$ cat config.mk
export PLATFORM = sky130hd
export DESIGN_NAME = dmem_wait_responder_flat
export DESIGN_NICKNAME = d
export VERILOG_FILES = /design/src/rtl/dmem_wait_responder_if.sv /design/src/rtl/dmem_wait_responder.sv /design/src/flat_wrapper.sv
export SDC_FILE = /design/constraint.sdc
export NUM_CORES = 2
export LEC_CHECK = 0
export ABC_CLOCK_PERIOD_IN_PS = 3850
export BUFFER_PORTS_ARGS = -buffer_cell sky130_fd_sc_hd__buf_2
export CAP_MARGIN = 20
export CORE_MARGIN = 10
export CORE_UTILIZATION = 25
export CTS_CLUSTER_DIAMETER = 100
export DETAILED_ROUTE_END_ITERATION = 6
export SYNTH_ARGS = -nofsm -noshare
export SYNTH_HDL_FRONTEND = slang
export SYNTH_SLANG_ARGS = --single-unit
$ cat constraint.sdc
create_clock -name clk -period 3.85 [get_ports clk]
set_input_delay 1.155 -clock clk [delete_from_list [all_inputs] [get_ports clk]]
set_output_delay 1.155 -clock clk [all_outputs]
set_load 0.005 [all_outputs]
$ cat src/rtl/dmem_wait_responder_if.sv
// Data-memory port bundle between the processor (master) and the
// wait-state memory responder (slave).
interface dmem_wait_responder_if;
  logic        memread;
  logic        memwrite;
  logic [31:0] addr;
  logic [31:0] writedata;
  logic [31:0] readdata;
  logic        ready;
  logic        busy;
  logic        err;

  modport master (
    output memread, memwrite, addr, writedata,
    input  readdata, ready, busy, err
  );

  modport slave (
    input  memread, memwrite, addr, writedata,
    output readdata, ready, busy, err
  );
endinterface

$ cat src/rtl/dmem_wait_responder.sv
// Word-addressed data memory that completes each read/write after
// WAIT_CYCLES wait states with a one-cycle ready pulse. It flags misaligned
// and out-of-range accesses through err. The request is latched on
// acceptance, so the initiator may change its inputs while the access is in
// flight. All outputs come straight from flops.
module dmem_wait_responder #(
  parameter int DEPTH       = 64,
  parameter int WAIT_CYCLES = 2
) (
  input  logic                        clk,
  input  logic                        reset,
  dmem_wait_responder_if.slave        bus
);

  typedef enum logic [1:0] {
    ST_IDLE = 2'd0,
    ST_WAIT = 2'd1,
    ST_RESP = 2'd2
  } state_t;

  localparam int         IDX_W     = (DEPTH > 1) ? $clog2(DEPTH) : 1;
  localparam logic [3:0] WAIT_INIT = 4'(WAIT_CYCLES);

  // Storage is deliberately not reset: contents survive a reset.
  logic [31:0] mem [DEPTH];

  state_t      state_q, state_d;
  logic [3:0]  cnt_q, cnt_d;
  logic        op_write_q, op_write_d;
  logic [31:0] addr_q, addr_d;
  logic [31:0] wdata_q, wdata_d;
  logic [31:0] readdata_q, readdata_d;
  logic        ready_q, ready_d;
  logic        err_q, err_d;
  logic        busy_q, busy_d;

  logic             invalid_s;
  logic [IDX_W-1:0] idx_s;
  logic [31:0]      mem_rd_s;
  logic             mem_we_s;

  // An access is invalid when it is not word aligned or lies beyond the array.
  assign invalid_s = (addr_q[1:0] != 2'b00) || (addr_q[31:2] >= 30'(DEPTH));
  assign idx_s     = addr_q[IDX_W+1:2];

  // Array read of the latched word; forced to zero for an invalid access.
  always_comb begin
    mem_rd_s = 32'h0000_0000;
    if (!invalid_s) begin
      mem_rd_s = mem[idx_s];
    end else begin
      mem_rd_s = 32'h0000_0000;
    end
  end

  // Next-state and output logic: accept, count wait states, respond.
  always_comb begin
    state_d    = state_q;
    cnt_d      = cnt_q;
    op_write_d = op_write_q;
    addr_d     = addr_q;
    wdata_d    = wdata_q;
    readdata_d = readdata_q;
    ready_d    = ready_q;
    err_d      = err_q;
    mem_we_s   = 1'b0;
    case (state_q)
      ST_IDLE: begin
        if (bus.memread || bus.memwrite) begin
          // A write wins when both strobes are present.
          op_write_d = bus.memwrite;
          addr_d     = bus.addr;
          wdata_d    = bus.writedata;
          cnt_d      = WAIT_INIT;
          state_d    = ST_WAIT;
        end else begin
          state_d    = ST_IDLE;
        end
      end
      ST_WAIT: begin
        if (cnt_q != 4'd0) begin
          cnt_d = cnt_q - 4'd1;
        end else begin
          ready_d = 1'b1;
          err_d   = invalid_s;
          state_d = ST_RESP;
          if (op_write_q) begin
            mem_we_s = !invalid_s;
          end else begin
            readdata_d = mem_rd_s;
          end
        end
      end
      ST_RESP: begin
        ready_d = 1'b0;
        err_d   = 1'b0;
        state_d = ST_IDLE;
      end
      default: begin
        ready_d = 1'b0;
        err_d   = 1'b0;
        cnt_d   = 4'd0;
        state_d = ST_IDLE;
      end
    endcase
    busy_d = (state_d != ST_IDLE);
  end

  // Control and output registers; reset aborts any access in flight.
  always_ff @(posedge clk or posedge reset) begin
    if (reset) begin
      state_q    <= ST_IDLE;
      cnt_q      <= 4'd0;
      op_write_q <= 1'b0;
      addr_q     <= 32'h0000_0000;
      wdata_q    <= 32'h0000_0000;
      readdata_q <= 32'h0000_0000;
      ready_q    <= 1'b0;
      err_q      <= 1'b0;
      busy_q     <= 1'b0;
    end else begin
      state_q    <= state_d;
      cnt_q      <= cnt_d;
      op_write_q <= op_write_d;
      addr_q     <= addr_d;
      wdata_q    <= wdata_d;
      readdata_q <= readdata_d;
      ready_q    <= ready_d;
      err_q      <= err_d;
      busy_q     <= busy_d;
    end
  end

  // Array write at completion of a valid store; gated by state, so a reset
  // during the wait leaves the array untouched.
  always_ff @(posedge clk) begin
    if (mem_we_s) begin
      mem[idx_s] <= wdata_q;
    end
  end

  assign bus.readdata = readdata_q;
  assign bus.ready    = ready_q;
  assign bus.busy     = busy_q;
  assign bus.err      = err_q;

endmodule

$ cat src/flat_wrapper.sv
// flat-port wrapper written by rule: the top's interface ports become plain ports
module dmem_wait_responder_flat 
#(
  parameter int DEPTH       = 64,
  parameter int WAIT_CYCLES = 2
)
  (clk, reset, bus_memread, bus_memwrite, bus_addr, bus_writedata, bus_readdata, bus_ready, bus_busy, bus_err);
  dmem_wait_responder_if bus_i ();
  input  logic clk;
  input  logic reset;
  input wire logic [$bits(bus_i.memread)-1:0] bus_memread;
  input wire logic [$bits(bus_i.memwrite)-1:0] bus_memwrite;
  input wire logic [$bits(bus_i.addr)-1:0] bus_addr;
  input wire logic [$bits(bus_i.writedata)-1:0] bus_writedata;
  output wire logic [$bits(bus_i.readdata)-1:0] bus_readdata;
  output wire logic [$bits(bus_i.ready)-1:0] bus_ready;
  output wire logic [$bits(bus_i.busy)-1:0] bus_busy;
  output wire logic [$bits(bus_i.err)-1:0] bus_err;
  assign bus_i.memread = bus_memread;
  assign bus_i.memwrite = bus_memwrite;
  assign bus_i.addr = bus_addr;
  assign bus_i.writedata = bus_writedata;
  assign bus_readdata = bus_i.readdata;
  assign bus_ready = bus_i.ready;
  assign bus_busy = bus_i.busy;
  assign bus_err = bus_i.err;
  dmem_wait_responder #(.DEPTH(DEPTH), .WAIT_CYCLES(WAIT_CYCLES)) u_core (.clk(clk), .reset(reset), .bus(bus_i));
endmodule
==> insert_results.sql <==
INSERT INTO impl_metrics (metric_group, metric, value, unit) VALUES
('setup_path', 'critical_path.reg2reg.startpoint', 'u_core.addr_q[6]', ''),
('setup_path', 'worst_setup_path_start_kind', 'register', ''),
('synthesis', 'avgSynthCellArea', '19.04', 'um2'),
('outcome', 'outcome', 'complete, no violations', ''),
('setup_path', 'ff2ff_path_depth', '5', ''),
('placed_design', 'place.detailed.hpwl', '165.9', 'mm'),
('synthesis', 'netlist_area', '0.08211', 'mm2'),
('sta', 'min_period', '3.744', 'ns'),
('sta', 'worst_max_slew_pin_slew', '1.325', 'ns'),
('clocking', 'cts-htree-levels', '4', ''),
('synthesis', 'async_flop_share', '4.921', '%'),
('setup_path', 'required', '4.62', 'ns'),
('sta', 'relSlewSlack', '11.65', '%'),
('clocking', 'cts_root_buffer', 'sky130_fd_sc_hd__clkbuf_16', ''),
('placed_design', 'placement.setup.worst_slack', '0.1518', 'ns'),
('pwr', 'pwr_density_cell', '772.6', 'mW/mm2'),
('clocking', 'cts.clk_slew.worst_paths', '0.06', 'ns'),
('clocking', 'cts_tree', 'done', ''),
('floorplan', 'dieHeight', '593.1', 'um'),
('drt', 'detailroute.via_count', '47100', ''),
('floorplan', 'initial_core_utilization', '25.10', '%'),
('clocking', 'clkSinkCount', '2154', ''),
('synthesis', 'synth_top_area_share', '74.90', '%'),
('drt', 'drt_pre_antenna_iters', '5', ''),
('drt', 'detail-route-antenna-nets', '0', ''),
('finish', 'layout.cells.most_common', 'sky130_fd_sc_hd__edfxtp_1', ''),
('floorplan', 'placementRows', '210', ''),
('min_path', 'min-delay-path-class', 'input pin to async pin', ''),
('sta', 'holdWs', '0.3169', 'ns'),
('floorplan', 'core', '0.3271', 'mm2'),
('placed_design', 'finalWeightedCongestion', '0.8507', ''),
('pwr', 'power_leakage', '30.73', 'nW'),
('sta', 'setup_total_negative_slack', '0', 'ns'),
('setup_path', 'crit_fanout', '16', ''),
('synthesis', 'synth_seq_area_share', '78.13', '%'),
('synthesis', 'top_area_cells_in_the_synthesized_netlist', 'sky130_fd_sc_hd__edfxtp_1, sky130_fd_sc_hd__mux4_2, sky130_fd_sc_hd__dfrtp_1', ''),
('synthesis', 'post_synthesis_net_count', '4382', ''),
('setup_path', 'type_of_element_capturing_the_critical_path', 'register', ''),
('clocking', 'max-clock-path-buffers', '3', ''),
('setup_path', 'setup.worst_path.class', 'register to register', ''),
('flow_run', 'cap_violations', '0', ''),
('clocking', 'source_to_sink_clock_delay_at_the_later_pin_of_the_worst_skew_pair', '0.89', 'ns'),
('drt', 'wl', '269.4', 'mm'),
('global_routing', 'grt_use_total', '14.71', '%'),
('synthesis', 'yosysWarnings', '0', ''),
('global_routing', 'first_global_vias', '45900', ''),
('sta', 'drv_slew', '0', ''),
('sta', 'rsz0062_at_grt', 'false', ''),
('pwr', 'irDropWorstVdd', '701.2', 'uV'),
('drt', 'drtIter0Drc', '7416', ''),
('setup_path', 'arrival', '4.51', 'ns'),
('clocking', 'cts_post_setup_buffers_inserted', '0', ''),
('pwr', 'total_power', '0.07577', 'W'),
('synthesis', 'synth_enable_flop_cells', '2048', ''),
('synthesis', 'synth-seq-cells', '2154', ''),
('drt', 'drc_errors', '0', ''),
('finish', 'design.final.nets', '4766', ''),
('synthesis', 'postSynth.topFlopCell', 'sky130_fd_sc_hd__edfxtp_1', ''),
('global_routing', 'grt_start_max_net_pins', '107', ''),
('drt', 'detail_route.wl_per_cell', '29.15', 'um'),
('floorplan', 'dieArea', '0.3518', 'mm2'),
('clocking', 'cts_inserted_buffers', '215', ''),
('synthesis', 'synthDistinctLibCells', '65', ''),
('floorplan', 'num_ports', '103', ''),
('sta', 'timing.final.ws_setup', '0.1065', 'ns'),
('clocking', 'cts.repair.resized', '0', ''),
('global_routing', 'global_route.overflow_total', '0', ''),
('finish', 'most-common-layout-cells', 'sky130_fd_sc_hd__edfxtp_1, sky130_fd_sc_hd__buf_4, sky130_fd_sc_hd__o22ai_1', ''),
('setup_path', 'regToRegEndpoint', 'u_core.bus.readdata[20]', ''),
('sta', 'number_of_endpoints_failing_setup_at_the_final_stage', '0', ''),
('clocking', 'holdBufCountCts', '0', '');
## synthesized netlist by cell type (10+ instances only)
cell,n
sky130_fd_sc_hd__a31oi_1,20
sky130_fd_sc_hd__mux4_2,237
sky130_fd_sc_hd__nand2_1,134
sky130_fd_sc_hd__mux2_2,176
sky130_fd_sc_hd__nor2_1,164
sky130_fd_sc_hd__nor2b_1,19
sky130_fd_sc_hd__nor3_1,17
sky130_fd_sc_hd__o22ai_1,255
sky130_fd_sc_hd__o22a_1,18
sky130_fd_sc_hd__a211oi_1,39
sky130_fd_sc_hd__nor4_1,14
sky130_fd_sc_hd__mux2i_1,136
sky130_fd_sc_hd__buf_2,116
sky130_fd_sc_hd__a22o_1,10
sky130_fd_sc_hd__edfxtp_1,2048
sky130_fd_sc_hd__dfrtp_1,106
sky130_fd_sc_hd__o221ai_1,120
sky130_fd_sc_hd__nand2b_1,12
sky130_fd_sc_hd__o21ai_0,138
sky130_fd_sc_hd__a221oi_1,18
sky130_fd_sc_hd__a21oi_1,120
sky130_fd_sc_hd__a32o_1,20
sky130_fd_sc_hd__a22oi_1,34
sky130_fd_sc_hd__a2bb2oi_1,15
sky130_fd_sc_hd__buf_4,15
sky130_fd_sc_hd__o32ai_1,11
sky130_fd_sc_hd__clkbuf_1,139
sky130_fd_sc_hd__nand3_1,21
sky130_fd_sc_hd__or3_1,17
sky130_fd_sc_hd__buf_1,16
## through the flow
step / std cells / cell area, um2 / util [%]
after detailed placement: 8817 / 90720 / 27.73
after floorplan: 4312 / 82110 / -
final: 9240 / 98070 / 29.98
after global placement: 8814 / 90670 / 27.72
after CTS: 9223 / 97880 / 29.92
after global routing: 9231 / 98050 / 29.97
## routing by layer
layer	part of all wire [%]	vias to the layer above	GRT usage (%)	wire, um
met5	0.030	-	0	80
met4	3.7	16	5.120	10000
met3	12	512	3.902	31520
met2	45	3036	22.73	122100
met1	39	24830	20.02	105700
li1	-	18700	-	-
## sequential cells by signal, indices dropped and copies added, names as in the netlist
name and count:
u_core.mem 2048, u_core.addr_q 32, u_core.bus.readdata 32, u_core.wdata_q 32, u_core.cnt_q 4, u_core.state_q 2, u_core.bus.busy 1, u_core.bus.err 1
u_core.bus.ready 1, u_core.op_write_q 1
## kinds of logic (layout without fill, tap and decap cells)
kind of cell,count (synthesis),count (layout),synth area share (%)
DFF,2154,2154,78.13
AOI/OAI and AO/OA,875,875,7.234
muxes,549,549,10.57
and+or+nand+nor,437,437,2.429
buffers and inverters,294,867,1.591
adders and majority gates,2,2,0.03047
xor gates and xnor gates,1,1,0.01067
other,0,9,0
## worst max-delay path by stage
stage / cells after the start / to / slack, ns / startpoint
after floorplan: 8 / u_core.mem[47][0] / 0.02 / u_core.addr_q[4]
after CTS: 9 / u_core.mem[56][1] / 0.10 / u_core.cnt_q[0]
after global placement: 8 / u_core.mem[56][24] / 0.14 / u_core.addr_q[12]
final: 5 / u_core.bus.readdata[20] / 0.11 / u_core.addr_q[6]
after global routing: 5 / u_core.bus.readdata[10] / 0.18 / u_core.addr_q[6]
after detailed placement: 9 / u_core.mem[56][1] / 0.15 / u_core.cnt_q[0]
## layout make-up
| class | instances | area (um2) |
|---|---|---|
| fillers | 31610 | 229100 |
| flip-flops and latches | 2154 | 64200 |
| multi-input cells | 1864 | 17210 |
| clock buffers | 296 | 5946 |
| well taps | 4346 | 5438 |
| repair buffers | 454 | 4003 |
| clock inverters | 110 | 1215 |
| inverters | 7 | 33.78 |
| diodes | 9 | 22.52 |
## where the power goes
| group | internal (W) | total, W | switching [W] |
|---|---|---|---|
| Clock | 0.0120 | 0.0211 | 0.00911 |
| Combinational | 0.00764 | 0.0232 | 0.0156 |
| Sequential | 0.0294 | 0.0315 | 0.00202 |
| Total | 0.0491 | 0.0758 | 0.0267 |
## worst max-delay path: stages (launching register included)
cell,delay (ns)
sky130_fd_sc_hd__dfrtp_1,0.65
sky130_fd_sc_hd__nor3_2,1.02
sky130_fd_sc_hd__nand2_1,0.75
sky130_fd_sc_hd__o22ai_1,0.79
sky130_fd_sc_hd__or4_1,0.31
sky130_fd_sc_hd__o31ai_1,0.10
Power figures use the tool's default switching activity.
